==> src/rtl/fetch_queue_unit_pkg.sv <==
// rtl/fetch_queue_unit_pkg.sv - shared types and constants for the instruction-fetch front end
package fetch_queue_unit_pkg;

    localparam int DEF_PC_W  = 9;
    localparam int DEF_INS_W = 32;
    localparam int PC_STEP   = 4;

    typedef struct packed {
        logic [DEF_PC_W-1:0]  pc;
        logic [DEF_INS_W-1:0] instr;
    } fetch_entry_t;

endpackage

==> src/rtl/fetch_queue_unit_fifo.sv <==
// rtl/fetch_queue_unit_fifo.sv - DEPTH-entry prefetch FIFO with clear, count and combinational head
module fetch_fifo
    import fetch_queue_unit_pkg::*;
#(
    parameter type entry_t = fetch_entry_t,
    parameter int  DEPTH   = 4,
    localparam int CW      = $clog2(DEPTH + 1)
) (
    input  logic          clk,
    input  logic          reset,
    input  logic          push,
    input  logic          pop,
    input  logic          clear,
    input  entry_t        push_data,
    output entry_t        head,
    output logic [CW-1:0] count
);

    localparam int AW = $clog2(DEPTH);

    entry_t          mem [DEPTH];
    logic [AW-1:0]   rd_ptr;
    logic [AW-1:0]   wr_ptr;

    always_ff @(posedge clk) begin
        if (reset || clear) begin
            rd_ptr <= '0;
            wr_ptr <= '0;
            count  <= '0;
        end else begin
            if (push) wr_ptr <= wr_ptr + AW'(1);
            if (pop)  rd_ptr <= rd_ptr + AW'(1);
            case ({push, pop})
                2'b10:   count <= count + CW'(1);
                2'b01:   count <= count - CW'(1);
                default: ;
            endcase
        end
    end

    // Storage needs no reset: count gates every read through out_valid.
    always_ff @(posedge clk) begin
        if (push && !clear) mem[wr_ptr] <= push_data;
    end

    assign head = mem[rd_ptr];

endmodule

==> src/rtl/fetch_queue_unit.sv <==
// rtl/fetch_queue_unit.sv - PC generator, in-order imem port and prefetch queue feeding decode
module fetch_queue_unit
    import fetch_queue_unit_pkg::*;
#(
    parameter int              PC_W     = DEF_PC_W,
    parameter int              INS_W    = DEF_INS_W,
    parameter int              DEPTH    = 4,
    parameter int              MAX_OUT  = 2,
    parameter logic [PC_W-1:0] RESET_PC = '0
) (
    input  logic                         clk,
    input  logic                         reset,
    input  logic                         hold,
    input  logic                         redirect_valid,
    input  logic [PC_W-1:0]              redirect_pc,
    output logic                         imem_req_valid,
    input  logic                         imem_req_ready,
    output logic [PC_W-1:0]              imem_req_addr,
    input  logic                         imem_rsp_valid,
    input  logic [INS_W-1:0]             imem_rsp_data,
    output logic                         out_valid,
    input  logic                         out_ready,
    output logic [PC_W-1:0]              out_pc,
    output logic [INS_W-1:0]             out_instr,
    output logic [$clog2(DEPTH+1)-1:0]   count,
    output logic                         rsp_err
);

    localparam int              OW   = $clog2(MAX_OUT + 1);
    localparam logic [PC_W-1:0] STEP = PC_W'(PC_STEP);

    typedef struct packed {
        logic [PC_W-1:0]  pc;
        logic [INS_W-1:0] instr;
    } entry_t;

    logic [PC_W-1:0] fetch_pc;
    logic [PC_W-1:0] rsp_pc;
    logic [PC_W-1:0] target_pc;
    logic [OW-1:0]   outstanding;
    logic [OW-1:0]   drop;
    logic            flush;
    logic            rsp_ok;
    logic            req_fire;
    logic            push;
    logic            pop;
    entry_t          head;
    entry_t          push_data;

    assign flush     = hold || redirect_valid;
    assign target_pc = hold ? RESET_PC : redirect_pc;
    assign rsp_ok    = imem_rsp_valid && (outstanding != '0);

    // Queue slots are reserved at request time, so a response can always be pushed.
    assign imem_req_valid = !reset && !flush
                          && ((int'(count) + int'(outstanding)) < DEPTH)
                          && (int'(outstanding) < MAX_OUT);
    assign imem_req_addr  = fetch_pc;
    assign req_fire       = imem_req_valid && imem_req_ready;

    assign push      = rsp_ok && (drop == '0) && !flush;
    assign push_data = '{pc: rsp_pc, instr: imem_rsp_data};
    assign out_valid = (count != '0) && !hold;
    assign pop       = out_valid && out_ready && !redirect_valid;
    assign out_pc    = head.pc;
    assign out_instr = head.instr;

    always_ff @(posedge clk) begin
        if (reset) begin
            fetch_pc    <= RESET_PC;
            rsp_pc      <= RESET_PC;
            outstanding <= '0;
            drop        <= '0;
            rsp_err     <= 1'b0;
        end else begin
            outstanding <= outstanding + OW'(req_fire) - OW'(rsp_ok);
            if (imem_rsp_valid && (outstanding == '0)) rsp_err <= 1'b1;
            if (flush) begin
                fetch_pc <= target_pc;
                rsp_pc   <= target_pc;
                // Every request still in flight after this cycle is stale.
                drop     <= outstanding - OW'(rsp_ok);
            end else begin
                if (req_fire) fetch_pc <= fetch_pc + STEP;
                if (rsp_ok) begin
                    if (drop != '0) drop   <= drop - OW'(1);
                    else            rsp_pc <= rsp_pc + STEP;
                end
            end
        end
    end

    fetch_fifo #(
        .entry_t (entry_t),
        .DEPTH   (DEPTH)
    ) u_fifo (
        .clk       (clk),
        .reset     (reset),
        .push      (push),
        .pop       (pop),
        .clear     (flush),
        .push_data (push_data),
        .head      (head),
        .count     (count)
    );

endmodule

==> config.mk <==
export PLATFORM = sky130hd
export DESIGN_NAME = fetch_queue_unit
export DESIGN_NICKNAME = d
export VERILOG_FILES = /design/src/rtl/fetch_queue_unit_pkg.sv /design/src/rtl/fetch_queue_unit_fifo.sv /design/src/rtl/fetch_queue_unit.sv
export SDC_FILE = /design/constraint.sdc
export NUM_CORES = 1
export LEC_CHECK = 0
export ABC_CLOCK_PERIOD_IN_PS = 3500
export CAP_MARGIN = 40
export CORE_ASPECT_RATIO = 1.2
export CORE_MARGIN = 4
export CORE_UTILIZATION = 54
export CTS_BUF_LIST = sky130_fd_sc_hd__clkbuf_16
export CTS_CLUSTER_DIAMETER = 50
export CTS_CLUSTER_SIZE = 30
export DETAILED_ROUTE_END_ITERATION = 8
export GPL_TIMING_DRIVEN = 0
export PLACE_DENSITY = 0.79
export SETUP_SLACK_MARGIN = 0.1
export SYNTH_ARGS = -nofsm -noshare
export SYNTH_HDL_FRONTEND = slang
export SYNTH_SLANG_ARGS = --single-unit
export TNS_END_PERCENT = 5
==> constraint.sdc <==
create_clock -name clk -period 3.5 [get_ports clk]
set_input_delay 1.05 -clock clk [delete_from_list [all_inputs] [get_ports clk]]
set_output_delay 1.05 -clock clk [all_outputs]
set_load 0.02 [all_outputs]
**Word level (Yosys, flattened, before mapping)**

Memories as Yosys holds them, arrays and structs flattened. A register that Yosys moved wholly into a read port is not among the register bits.
Index checks and enable logic that the tools add are counted.
W data, S select, Z words.

- $add $sub $neg: 11
- Mux-type cells: 14
- Magnitude comparators: 2
- Equality and inequality tests: 3
- Reductions and logical operators: 29

Operators with widths:

| operator | number |
|---|---|
| $mux W9 | 6 |
| $add A9 B3 Y9 const B | 2 |
| $logic_and A1 B1 Y1 | 12 |
| $reduce_bool A2 Y1 | 6 |
| $mux W2 | 5 |
| $pmux W3 S2 | 1 |
| $add A2 B1 Y2 const B | 2 |
| $add A3 B2 Y4 | 1 |
| $logic_not A1 Y1 | 4 |
| $logic_not A2 Y1 | 2 |
| $lt A4 B3 Y1 const B | 1 |
| $reduce_and A2 Y1 | 2 |
| $sub A2 B1 Y2 | 2 |
| $add A3 B1 Y3 const B | 1 |
| $reduce_bool A3 Y1 | 1 |
| $sub A3 B1 Y3 const B | 1 |
| $add A2 B1 Y2 | 1 |
| $eq A2 B1 Y1 const B | 1 |
| $eq A2 B2 Y1 const B | 1 |
| $logic_or A1 B1 Y1 | 2 |
| $lt A2 B2 Y1 const B | 1 |
| $mux W1 | 2 |
| $ne A2 B1 Y1 const B | 1 |
| $sub A2 B1 Y2 const B | 1 |

- Bits in registers: 30
- Bits in writable memories: 164
- Input bits: 48
- Memories kept: 1
- Output and inout port bits: 56

Memory list:

| name | words | width | read ports | clocked after memory_dff | write ports | RTL line | RTL |
|---|---|---|---|---|---|---|---|
| u_fifo.mem | 4 | 41 | 1 | 1 | 1 | fetch_queue_unit_fifo.sv:21 | `entry_t mem [DEPTH];` |

**Logic depth before layout (Yosys ltp)**

- Depth after elaboration: 8
- Depth in mapped cells: 12
- Depth with buffers taken out: 11

**Modules after synthesis**

A second synthesis with hierarchy kept.

- Cells, all modules: 412
- Area, all modules: 7,713.6 µm²

Modules (own cells, without submodules):

| module | area an instance (µm²) | instances | sequential area each (µm²) | cells an instance |
|---|---|---|---|---|
| fetch_fifo | 6,389.9 | 1 | 5,104.9 | 258 |
| fetch_queue_unit | 1,323.8 | 1 | 420.4 | 154 |

**Least setup slack after synthesis**

No wires, ideal clock.

- Path type: in2reg
- Start: input port redirect_valid
- End: memory u_fifo.mem[0][0] (netlist name) (enable)
- Stages: 4
- Data required time: 3.098 ns
- Slack: 0.474 ns
- Data arrival time: 2.624 ns
- Path buffers: 1
- Library setup time: 0.402 ns
- Cells stage by stage: or2_0 -> buf_2 -> nor2_1 -> and2_1

- Longest elaborated chain between the ends: 6

Ends and longest elaborated chain:

| element | RTL line | RTL |
|---|---|---|
| start, declared | fetch_queue_unit.sv:14 | `input logic redirect_valid,` |
| $logic_or A1 B1 Y1 * | fetch_queue_unit.sv:50 | `assign flush = hold \|\| redirect_valid;` |
| $logic_not A1 Y1 * | fetch_queue_unit_fifo.sv:43, fetch_queue_unit.sv:61 |  |
| $logic_and A1 B1 Y1 | fetch_queue_unit.sv:61 | `assign push = rsp_ok && (drop == '0) && !flush;` |
| $logic_and A1 B1 Y1 * | fetch_queue_unit_fifo.sv:43 | `if (push && !clear) mem[wr_ptr] <= push_data;` |
| $mux W1 * | fetch_queue_unit_fifo.sv:43 |  |
| $mux W1 (implied by the code) * | fetch_queue_unit_fifo.sv:43 |  |
| end, declared | fetch_queue_unit_fifo.sv:21 |  |

Every way passes the cells marked *; elsewhere a longest branch is shown, timed or not.

**Worst setup path after layout**

- Start: input port redirect_valid
- End: output port imem_req_valid

- Longest elaborated chain between the ends: 5

Ends and longest elaborated chain:

| element | RTL line | RTL |
|---|---|---|
| $logic_or A1 B1 Y1 | fetch_queue_unit.sv:50 |  |
| $logic_not A1 Y1 | fetch_queue_unit.sv:55 | `assign imem_req_valid = !reset && !flush` |
| $logic_and A1 B1 Y1 | fetch_queue_unit.sv:55 |  |
| $logic_and A1 B1 Y1 | fetch_queue_unit.sv:56 | `&& ((int'(count) + int'(outstanding)) < DEPTH)` |
| $logic_and A1 B1 Y1 | fetch_queue_unit.sv:57 | `&& (int'(outstanding) < MAX_OUT);` |
| end, declared | fetch_queue_unit.sv:16 | `output logic imem_req_valid,` |

Every way passes these cells.

==> results.txt <==
* Run status: completed
- Final-report max-slew violation count: 0
- Net Sw Frac: 21.2%
* Setup repair after global routing missed its margin: yes
- STA puts the critical path data arrival time at 2.33 ns.
- Share of cells above drive strength 1: 18.1%
* Data required time of the critical path: 2.45 ns
- For this run, the top clock speed supported by timing is 0.296 GHz.
- Minimum period implied by the final worst setup slack: 3.38 ns
- During placement, the flow inserted port buffers numbering 103.
- WHS Path Cells: 2
* Post-synth EDFFs: 164
- The worst setup path is launched from an input port.
- Clk buf depth: 2
* Worst-case reg-to-reg path depth: 12
* Number of nets in the final layout: 607
* Yosys warns: 0
- In this run the remaining antenna-violating nets after routing total 0.
- CTS built an H-tree with a depth of 4.
- Post-synthesis instance area: 0.00766 mm²
- Across all hold checks on the routed design, the worst slack comes to 0.459 ns.
- Boundary Pins: 104
- Of the available clock period, the critical path in the final layout requires 96.7%.
* Total power density per cell area: 496 mW/mm²
- In the final routed layout, each cell accounts on average for 20.1 µm.
- Synthesis produced a netlist whose cell count is 419.
* Die boundary width: 117 µm
- Number of hold-slack violations in the final timing report: 0
- Synth Register Bits: 196
- Setup violations remaining at the end of the flow were counted as 0.
- Cell-internal power: 3750 µW
- Die span in y: 138 µm
- Of all flip-flops after synthesis, the portion carrying an async set or reset was 0%.
- VDD IR max: 312 µV
* Fin Clk Skew: 0.00698 ns
* First-pass iteration count of the detailed router: 4
- Entering global routing, the biggest net connects 24 pins.
- The detailed router placed 4125 vias in this run.
- The first global-routing pass estimated 23400 µm of wire.
* Proportion of power drawn by flip-flops and latches: 54.7%
* Reported net switching power: 1010 µW
* Core Util, Final: 69.2%
- Clock tree synthesis inserted a total of 17 buffers.
* Post-synth top flop: sky130_fd_sc_hd__edfxtp_1
- Number of buffers added to fix hold violations after cts: 0
- Worst slew margin relative to its limit: 54.2%
- Type of the tightest min-delay check: reg2reg
* Start-to-end type of the worst setup path: in2out
- Of the total power, combinational logic draws 8.4%.
- Area delta synth->final: 25.4%
- Once the floorplan was initialized, standard cells occupied 55.2% of the core.
- Averaged over all synthesized cells, the footprint is 18.3 µm².
- Sequential element share of the synthesized area: 72.7%
- The number of nets in the synthesized netlist is 480.
* DRC violations left: 0
* Vias per cell: 5.65
- Core area: 0.0139 mm²
* Clock tree from TritonCTS: built
- Slack of the worst reg-to-reg path: 1.14 ns
- STA classifies the critical path endpoint as a primary output.
- Die area: 0.0162 mm²
* Antenna violations before repair: 0
- Final global-route overflow total: 0
- The routed design has 14600 µm of wire.
- Along the worst path, the maximum fanout reaches 9.
* Leakage dissipation: 0.00318 µW
- The number of antenna diodes in the final layout is 0.
* Via count of the first global-routing pass: 4454
* Final HPWL from detailed placement: 9720 µm
* Overall fraction of global-route tracks in use: 19.0%
- Routability-driven placement finished with a final weighted congestion of 0.849.
- Max-cap violations in this run came to 0.
* Violation count after the first detailed-route iteration: 321
* Library cells used by synthesis: 48
- The root buffer cell chosen for the clock tree is sky130_fd_sc_hd__clkbuf_16.
* Sinks on the clock net: 196
* Skew-Pair Late Insertion Delay: 0.42 ns
- The clock network is responsible for 36.9% of the overall power.
* Buffers inserted during post-CTS setup optimization: 0
- Row generation in the floorplan step produced 47 rows.
- Clock-pin slew on the worst setup and hold paths: 0.06 ns
- At the pin with the least slew margin, the transition time is 0.686 ns.
[path summary, 6_finish.rpt]
check,startpoint,to
max,redirect_valid,imem_req_valid
min,imem_req_addr[1],imem_req_addr[1]
max reg2reg,drop[0],u_fifo.count[2]
min reg2reg,imem_req_addr[1],imem_req_addr[1]
[cell families after synthesis]
family / after synthesis / synth area share [%]
adder cells (fa/ha/maj): 13 / 2.22
multiplexers: 44 / 12.5
buffers and inverters: 34 / 2.01
AND/OR/NAND/NOR: 71 / 4.85
XOR/XNOR: 13 / 1.49
flip-flops: 196 / 72.7
AO/OA/AOI/OAI: 48 / 4.30
[cell usage after synthesis (2+ instances only)]
library cell / count / area (µm²)
sky130_fd_sc_hd__a211oi_1: 3 / 22.5
sky130_fd_sc_hd__a21o_1: 3 / 22.5
sky130_fd_sc_hd__a21oi_1: 18 / 90.1
sky130_fd_sc_hd__a221oi_2: 2 / 30.0
sky130_fd_sc_hd__and2_1: 4 / 25.0
sky130_fd_sc_hd__and3_1: 4 / 25.0
sky130_fd_sc_hd__buf_1: 6 / 22.5
sky130_fd_sc_hd__buf_2: 6 / 30.0
sky130_fd_sc_hd__buf_6: 2 / 22.5
sky130_fd_sc_hd__clkbuf_1: 4 / 15.0
sky130_fd_sc_hd__dfxtp_1: 32 / 641
sky130_fd_sc_hd__edfxtp_1: 164 / 4920
sky130_fd_sc_hd__ha_1: 12 / 150
sky130_fd_sc_hd__inv_1: 15 / 56.3
sky130_fd_sc_hd__mux2i_1: 3 / 30.0
sky130_fd_sc_hd__mux4_2: 41 / 923
sky130_fd_sc_hd__nand2_1: 17 / 63.8
sky130_fd_sc_hd__nand3_1: 3 / 15.0
sky130_fd_sc_hd__nand3b_1: 2 / 15.0
sky130_fd_sc_hd__nand4_1: 4 / 25.0
sky130_fd_sc_hd__nor2_1: 21 / 78.8
sky130_fd_sc_hd__nor2b_1: 3 / 18.8
sky130_fd_sc_hd__nor3_1: 3 / 15.0
sky130_fd_sc_hd__nor3_4: 2 / 32.5
sky130_fd_sc_hd__o21a_1: 3 / 22.5
sky130_fd_sc_hd__o21ai_0: 5 / 25.0
sky130_fd_sc_hd__o31ai_1: 3 / 22.5
sky130_fd_sc_hd__or3_1: 3 / 18.8
sky130_fd_sc_hd__xnor2_1: 7 / 61.3
sky130_fd_sc_hd__xor2_1: 6 / 52.6
[stage by stage]
step           setup WS (ns)  total power (µW)  cells  cell area [µm²]  TNS (ns)
2_1_floorplan          0.474              2880    419             7660         0
3_3_place_gp          -0.968              3040    693             8900   -157.82
3_5_place_dp          -0.557              3060    698             9040     -3.81
4_1_cts               0.0453              4800    730             9610         0
5_1_grt               0.0315              4950    730             9600         0
6_report               0.117              4760    730             9600         0
[final cells by class]
type	count	area, µm²
multi-input combinational	189	1950
tap	171	214
clock buffer	19	475
clock inverter	13	70.1
inverter	15	56.3
timing repair buffer	108	1160
sequential	196	5570
buffer	19	121
fill	904	4270
[worst max-delay path: stages]
cell	delay, ns
sky130_fd_sc_hd__dlygate4sd2_1	0.30
sky130_fd_sc_hd__or2_0	0.23
sky130_fd_sc_hd__buf_2	0.19
sky130_fd_sc_hd__nor2_2	0.13
sky130_fd_sc_hd__and3_1	0.17
sky130_fd_sc_hd__clkdlybuf4s15_2	0.26
[per-layer routing]
layer / share of wire, % / wire length [µm] / track usage (%) / up-vias
met4: 0.74 / 109 / 4.71 / 0
li1: - / - / - / 1909
met5: 0 / 0 / 0 / -
met2: 53 / 7750 / 32.5 / 132
met3: 5.8 / 844 / 4.68 / 10
met1: 41 / 5950 / 24.4 / 2074
[power by group through the flow]
stage	logic (µW)	clock network (µW)	registers, µW
2_1_floorplan	226	0	2660
3_3_place_gp	385	0	2650
3_5_place_dp	402	0	2650
4_1_cts	405	1790	2600
5_1_grt	442	1900	2610
6_report	401	1750	2600
[cell usage in the layout, fill, tap and decap left out, types with 5 or more instances in the layout]
cell / count
sky130_fd_sc_hd__xor2_1: 6
sky130_fd_sc_hd__a21oi_1: 18
sky130_fd_sc_hd__dfxtp_1: 32
sky130_fd_sc_hd__xnor2_1: 7
sky130_fd_sc_hd__o21ai_0: 5
sky130_fd_sc_hd__buf_2: 6
sky130_fd_sc_hd__nor2_1: 20
sky130_fd_sc_hd__ha_1: 12
sky130_fd_sc_hd__clkbuf_16: 19
sky130_fd_sc_hd__inv_1: 20
sky130_fd_sc_hd__clkdlybuf4s50_1: 100
sky130_fd_sc_hd__edfxtp_1: 164
sky130_fd_sc_hd__nand2_1: 17
sky130_fd_sc_hd__mux4_2: 41
[registers in the layout (all words and copies together) (netlist names), named ones only]
| name | flops |
|---|---|
| drop | 2 |
| imem_req_addr | 9 |
| outstanding | 2 |
| rsp_err | 1 |
| rsp_pc | 9 |
| u_fifo.count | 3 |
| u_fifo.mem | 164 |
| u_fifo.rd_ptr | 2 |
| u_fifo.wr_ptr | 2 |
[what timing repair did]
action | CTS | global route
hold endpoints to repair | 0 | 0
resized for setup | 16 | 3
setup endpoints to repair | 42 | 22
(Power assumes the default switching activity.)
